<file path="src/rtl/pc_ctrl_pkg.sv">
// Shared definitions for the PC fetch sequencer: controller states,
// PC width/increment, default reset PC and small address helpers.
package pc_ctrl_pkg;

  localparam int PC_WIDTH = 32;
  localparam logic [0:PC_WIDTH-1] PC_INC = 32'd4;
  localparam logic [0:PC_WIDTH-1] DEFAULT_RESET_PC = 32'h0000_0000;

  typedef enum logic [1:0] {
    BOOT  = 2'd0,
    FETCH = 2'd1,
    WAIT  = 2'd2,
    HALT  = 2'd3
  } fetch_state_e;

  // True when the address lies on a 4-byte word boundary (bit 31 is the LSB).
  function automatic logic word_aligned(input logic [0:PC_WIDTH-1] addr);
    return (addr[30:31] == 2'b00);
  endfunction

  // Clears the word offset so a loaded target is always word aligned.
  function automatic logic [0:PC_WIDTH-1] align_down(input logic [0:PC_WIDTH-1] addr);
    logic [0:PC_WIDTH-1] res;
    res        = addr;
    res[30:31] = 2'b00;
    return res;
  endfunction

endpackage

</file>
<file path="src/rtl/fetch_out_buf.sv">
// One-entry instruction/PC buffer between fetch and decode.
// Priority: reset, flush, write, then drain on rd_ready.
module fetch_out_buf
  import pc_ctrl_pkg::*;
(
  input  logic                clk,
  input  logic                rst,
  input  logic                wr_en,
  input  logic [0:PC_WIDTH-1] wr_data,
  input  logic [0:PC_WIDTH-1] wr_pc,
  input  logic                flush,
  input  logic                rd_ready,
  output logic                valid,
  output logic [0:PC_WIDTH-1] data,
  output logic [0:PC_WIDTH-1] pc
);

  logic                valid_r;
  logic [0:PC_WIDTH-1] data_r;
  logic [0:PC_WIDTH-1] pc_r;

  // Buffer occupancy and payload update.
  always_ff @(posedge clk) begin
    if (rst) begin
      valid_r <= 1'b0;
      data_r  <= 32'h0000_0000;
      pc_r    <= 32'h0000_0000;
    end else if (flush) begin
      valid_r <= 1'b0;
    end else if (wr_en) begin
      valid_r <= 1'b1;
      data_r  <= wr_data;
      pc_r    <= wr_pc;
    end else if (rd_ready) begin
      valid_r <= 1'b0;
    end else begin
      valid_r <= valid_r;
    end
  end

  assign valid = valid_r;
  assign data  = data_r;
  assign pc    = pc_r;

endmodule

</file>
<file path="src/rtl/pc_fetch_ctrl.sv">
// PC fetch sequencer: holds the architectural PC, issues one instruction
// memory request at a time and hands fetched words to decode through a
// one-entry buffer. Redirects squash wrong-path fetches; halt is sticky.
// Optional feature macro: PC_FETCH_ALIGN_CHECK_EN (misaligned redirect
// targets raise a sticky misalign flag and halt instead of being aligned).
module pc_fetch_ctrl
  import pc_ctrl_pkg::*;
#(
  parameter logic [0:PC_WIDTH-1] RESET_PC = DEFAULT_RESET_PC
) (
  input  logic                clk,
  input  logic                rst,
  input  logic                br_taken,
  input  logic [0:PC_WIDTH-1] br_target,
  input  logic                halt_req,
  output logic                imem_req,
  output logic [0:PC_WIDTH-1] imem_addr,
  input  logic                imem_ack,
  input  logic [0:PC_WIDTH-1] imem_data,
  output logic                instr_valid,
  input  logic                instr_ready,
  output logic [0:PC_WIDTH-1] instr_out,
  output logic [0:PC_WIDTH-1] instr_pc,
  output logic                halted,
  output logic                misalign
);

  fetch_state_e        state_r;
  fetch_state_e        state_next;
  logic [0:PC_WIDTH-1] pc_r;
  logic [0:PC_WIDTH-1] pc_next;
  logic                squash_r;
  logic                squash_next;
  logic                misalign_r;
  logic                misalign_next;
  logic                req_r;
  logic                halted_r;

  logic                br_live_s;
  logic                bad_tgt_s;
  logic                redirect_s;
  logic                halt_now_s;
  logic [0:PC_WIDTH-1] load_tgt_s;
  logic                buf_wr_s;
  logic                buf_flush_s;
  logic                buf_valid_s;

  // Redirects are ignored once halted.
  assign br_live_s = br_taken && (state_r != HALT);

`ifdef PC_FETCH_ALIGN_CHECK_EN
  assign bad_tgt_s  = br_live_s && !word_aligned(br_target);
  assign load_tgt_s = br_target;
`else
  assign bad_tgt_s  = 1'b0;
  assign load_tgt_s = align_down(br_target);
`endif

  // A misaligned target never loads the PC; it behaves like a halt request.
  assign redirect_s = br_live_s && !bad_tgt_s;
  assign halt_now_s = halt_req || misalign_r || bad_tgt_s;

  // Next-state, next-PC, squash and buffer control.
  always_comb begin
    state_next    = state_r;
    pc_next       = pc_r;
    squash_next   = squash_r;
    misalign_next = misalign_r || bad_tgt_s;
    buf_wr_s      = 1'b0;
    buf_flush_s   = br_live_s;

    if (redirect_s) begin
      pc_next = load_tgt_s;
    end else begin
      pc_next = pc_r;
    end

    case (state_r)
      BOOT: begin
        if (halt_now_s) begin
          state_next = HALT;
        end else begin
          state_next = FETCH;
        end
      end
      FETCH: begin
        if (imem_ack) begin
          // Request retires; keep data only if still on the right path.
          squash_next = 1'b0;
          if (!br_live_s && !squash_r) begin
            buf_wr_s = 1'b1;
            pc_next  = pc_r + PC_INC;
          end else begin
            buf_wr_s = 1'b0;
          end
          if (halt_now_s) begin
            state_next = HALT;
          end else begin
            state_next = WAIT;
          end
        end else begin
          // The in-flight request must complete; mark it wrong-path on redirect.
          if (br_live_s) begin
            squash_next = 1'b1;
          end else begin
            squash_next = squash_r;
          end
          state_next = FETCH;
        end
      end
      WAIT: begin
        if (halt_now_s) begin
          state_next = HALT;
        end else if (!buf_valid_s || instr_ready || br_live_s) begin
          state_next = FETCH;
        end else begin
          state_next = WAIT;
        end
      end
      HALT: begin
        state_next = HALT;
      end
      default: begin
        state_next = BOOT;
      end
    endcase
  end

  // Architectural state and registered handshake/status outputs.
  always_ff @(posedge clk) begin
    if (rst) begin
      state_r    <= BOOT;
      pc_r       <= RESET_PC;
      squash_r   <= 1'b0;
      misalign_r <= 1'b0;
      req_r      <= 1'b0;
      halted_r   <= 1'b0;
    end else begin
      state_r    <= state_next;
      pc_r       <= pc_next;
      squash_r   <= squash_next;
      misalign_r <= misalign_next;
      req_r      <= (state_next == FETCH);
      halted_r   <= (state_next == HALT);
    end
  end

  fetch_out_buf u_buf (
    .clk      (clk),
    .rst      (rst),
    .wr_en    (buf_wr_s),
    .wr_data  (imem_data),
    .wr_pc    (pc_r),
    .flush    (buf_flush_s),
    .rd_ready (instr_ready),
    .valid    (buf_valid_s),
    .data     (instr_out),
    .pc       (instr_pc)
  );

  assign imem_req    = req_r;
  assign imem_addr   = pc_r;
  assign instr_valid = buf_valid_s;
  assign halted      = halted_r;

`ifdef PC_FETCH_ALIGN_CHECK_EN
  assign misalign = misalign_r;
`else
  assign misalign = 1'b0;
`endif

endmodule

</file>
<file path="config.mk">
export PLATFORM = sky130hd
export DESIGN_NAME = pc_fetch_ctrl
export DESIGN_NICKNAME = d
export VERILOG_FILES = /design/src/rtl/pc_ctrl_pkg.sv /design/src/rtl/fetch_out_buf.sv /design/src/rtl/pc_fetch_ctrl.sv
export SDC_FILE = /design/constraint.sdc
export NUM_CORES = 1
export LEC_CHECK = 0
export BUFFER_PORTS_ARGS = -buffer_cell sky130_fd_sc_hd__buf_2
export CAP_MARGIN = 40
export CELL_PAD_IN_SITES_DETAIL_PLACEMENT = 0
export CELL_PAD_IN_SITES_GLOBAL_PLACEMENT = 1
export CORE_MARGIN = 2
export CORE_UTILIZATION = 42
export DETAILED_ROUTE_END_ITERATION = 12
export PLACE_DENSITY = 0.94
export RECOVER_POWER = 50
export REMOVE_ABC_BUFFERS = 1
export SLEW_MARGIN = 15
export SYNTH_ARGS = -nofsm -noshare
export SYNTH_HDL_FRONTEND = slang
export SYNTH_HIERARCHICAL = 1
export SYNTH_SLANG_ARGS = --single-unit
</file>
<file path="constraint.sdc">
create_clock -name clk -period 6.2 [get_ports clk]
set_input_delay 0 -clock clk [delete_from_list [all_inputs] [get_ports clk]]
set_output_delay 0 -clock clk [all_outputs]
set_load 0.005 [all_outputs]
</file>
==> impl_metrics.env <==
export IMPL_min_path_cells=3
export IMPL_drc_errors=0
export IMPL_io_buffers=166
export IMPL_postCtsSetupBuffers=0
export IMPL_path_class="input pin to register"
export IMPL_setup_slack_ns=3.60
export IMPL_drt_initial_drc_count=377
export IMPL_netlist_area_um2=5580
export IMPL_cp_cell_sequence="buf_4 > clkbuf_1 > buf_12 > nor2b_1 > a32oi_1 > o211ai_1"
export IMPL_drt_wl_total_mm=15.8
export IMPL_antenna_found_initial=0
export IMPL_violations="capacitance limit, slew limit"
export IMPL_yosys_warnings=6
export IMPL_min_to="imem_addr[8]$_SDFF_PP0_"
export IMPL_status="finished, violations left"
export IMPL_start_util_pct=42.6
export IMPL_synth_edf_count=0
export IMPL_clock_sinks=102
export IMPL_num_fill_cells=1185
export IMPL_slew_viol_final=79
export IMPL_grt_pass1_vias=5224
export IMPL_crit_arrival_ns=2.82
export IMPL_timing_rr_end="imem_addr[23]$_SDFF_PP0_"
export IMPL_cts_resized=0
export IMPL_critPathSlowestCell="clkbuf_1"
export IMPL_grt_max_degree=102
export IMPL_ys_types=63
export IMPL_fmax_ghz=0.385
export IMPL_slowest_delay_ns=1.77
export IMPL_setup_tns_ns=0
export IMPL_r2r_cells=7
export IMPL_syn_to_final_growth_pct=29.4
export IMPL_gr_usage_all_layers_pct=22.1
export IMPL_vias=5359
export IMPL_synth_seq_cells=102
export IMPL_wl_per_cell_um=16.4
export IMPL_netlist_instances=595
export IMPL_postRouteAntennaNets=0
export IMPL_die_y_um=119
export IMPL_final_nets=849
export IMPL_cap_violations=1
export IMPL_viasPerCell=5.59
export IMPL_worst_setup_path_start_kind="input pin"
export IMPL_cts_htree_levels=3
export IMPL_power_density_nw_per_um2=212
export IMPL_rsz0062_at_grt="false"
export IMPL_crit_path_max_fanout=79
export IMPL_final_period_utilization_pct=41.9
export IMPL_peakVddDrop_uv=114
export IMPL_diodes=0
export IMPL_root_buffer="clkbuf_16"
export IMPL_crit_family="buffers and inverters"
export IMPL_synth_avg_cell_area_um2=9.38
export IMPL_total_power_mw=1.53
export IMPL_final_cells=959
export IMPL_clockBufferDepth=2
export IMPL_place_gp_congestion=0.836
export IMPL_hold_class="input pin to register"
export IMPL_design_area_um2=7220
export IMPL_tightest_slew_ns=2.45
export IMPL_synth_top_area_share_pct=36.6
export IMPL_synth_largest_area_cell="dfxtp_1"
export IMPL_insertion_delay_ns=0.34
export IMPL_final_setup_skew_ns=0.00640
export IMPL_end_kind="register"
export IMPL_slew_limit_headroom_pct=-63.2
export IMPL_drt_first_pass_iters=4
export IMPL_rows=42
export IMPL_dp_cells=889
export IMPL_hold_buffers=53
export IMPL_cellLeakagePower_nw=2.77
export IMPL_dieArea_um2=14200
export IMPL_final_layout_size_suffix_gt1_share_pct=29.0
export IMPL_ys_flop_type="dfxtp_1"
export IMPL_cts_inserted_buffers=9
export IMPL_cts_reportedPaths_clkPinSlew_ns=0.07
export IMPL_die_w_um=119
export IMPL_fin_crit_ns=2.60
export IMPL_synth_commonest_cells="dfxtp_1, nand2b_1, nand4bb_1, o21ai_2, nand2_1"
export IMPL_dpl_worst_slack_ns=3.65
export IMPL_cts_tree="done"
export IMPL_path_buf_inv=3
export IMPL_yosysSeqAreaShare_pct=36.6
export IMPL_setup_viol=0
export IMPL_r2r_slack_ns=3.63
export IMPL_cp_data_required_time_ns=6.42
export IMPL_yosysMostFrequentCell="dfxtp_1"
export IMPL_hold_start="br_target[8]"
export IMPL_grt_overflow=0
export IMPL_ios=170
export IMPL_grt_pass1_wl_mm=25.9
export IMPL_synth_area_leaders="dfxtp_1, nand4bb_1, o21ai_2"
export IMPL_hold_viol=0
export IMPL_place_area_um2=6390
export IMPL_async_flop_share_pct=0
export IMPL_reg2reg_from="state_r[0]$_SDFF_PP0_"
export IMPL_dpl_hpwl_mm=9.97
export IMPL_core_um2=13100
-- cell type report --
type | count | area [um2] | share of cell area, %
Sequential cell | 102 | 2040 | 28.3
Multi-Input combinational cell | 427 | 3140 | 43.5
Clock inverter | 4 | 70.1 | 0.971
Inverter | 9 | 33.8 | 0.468
Timing Repair Buffer | 229 | 1460 | 20.3
Clock buffer | 12 | 246 | 3.41
Tap cell | 176 | 220 | 3.05
-- cell families after synthesis --
kind of cell	synth area share (%)
and+or+nand+nor	35.0
AOI/OAI and AO/OA	20.0
DFF	36.6
buffers and inverters	7.15
muxes	0.785
adders and majority gates	0.224
other	0.0672
xor gates and xnor gates	0.157
-- state kept, by name (all words and copies together) (netlist names) --
signal	count
halted	1
imem_addr	32
imem_req	1
squash_r	1
state_r	2
u_buf/data	32
u_buf/pc	32
u_buf/valid	1
-- layer usage --
| layer | track usage, % | wire (um) | vias to the layer above |
|---|---|---|---|
| met2 | 36.2 | 7590 | 176 |
| li1 | - | - | 2599 |
| met4 | 7.89 | 292 | 0 |
| met3 | 3.50 | 730 | 27 |
| met5 | 0 | 0 | - |
| met1 | 29.4 | 7150 | 2557 |
-- where the power goes --
group / switching (mW) / internal (mW) / total [mW]
clock network: 0.249 / 0.364 / 0.613
registers: 0.0343 / 0.677 / 0.711
logic: 0.0957 / 0.108 / 0.204
-- worst max path at each step --
stage	start	endpoint	slack [ns]	depth (start not counted)
3_5_place_dp	state_r[0]$_SDFF_PP0_	imem_addr[23]$_SDFF_PP0_	3.65	6
6_report	rst	imem_addr[0]$_SDFF_PP0_	3.60	6
4_1_cts	state_r[0]$_SDFF_PP0_	imem_addr[23]$_SDFF_PP0_	3.61	6
3_3_place_gp	state_r[0]$_SDFF_PP0_	imem_addr[23]$_SDFF_PP0_	3.68	6
2_1_floorplan	state_r[0]$_SDFF_PP0_	u_buf/data[0]$_SDFFE_PP0P_	1.19	5
5_1_grt	rst	imem_addr[0]$_SDFF_PP0_	3.31	6
-- tightest hold or removal path, delay by kind of cell --
family,cells,cell delay (ns)
compound gates,2,0.22
buf+inv,1,0.10
-- per-stage QoR --
step                utilization (%)  hold slack (ns)
floorplan                         -           0.0691
global placement               48.3            0.241
detailed placement             48.9            0.253
CTS                            55.3          0.00316
global route                   55.2           0.0233
finish                         55.2           0.0154
-- layout by cell type (no fill, tap or decap), types with 10 or more instances in the layout --
cell type,synthesis,layout
a31oi_1,12,12
nand4bb_1,65,65
nand2_1,43,43
o21ai_2,60,60
clkbuf_1,20,39
nand2b_1,66,66
nand4_1,13,13
a21oi_1,16,16
buf_2,20,129
dfxtp_1,102,102
nand3_1,10,10
nor2_1,12,12
nor4_1,10,10
dlygate4sd3_1,0,53
Note: power is estimated with default switching activity, not from simulation.
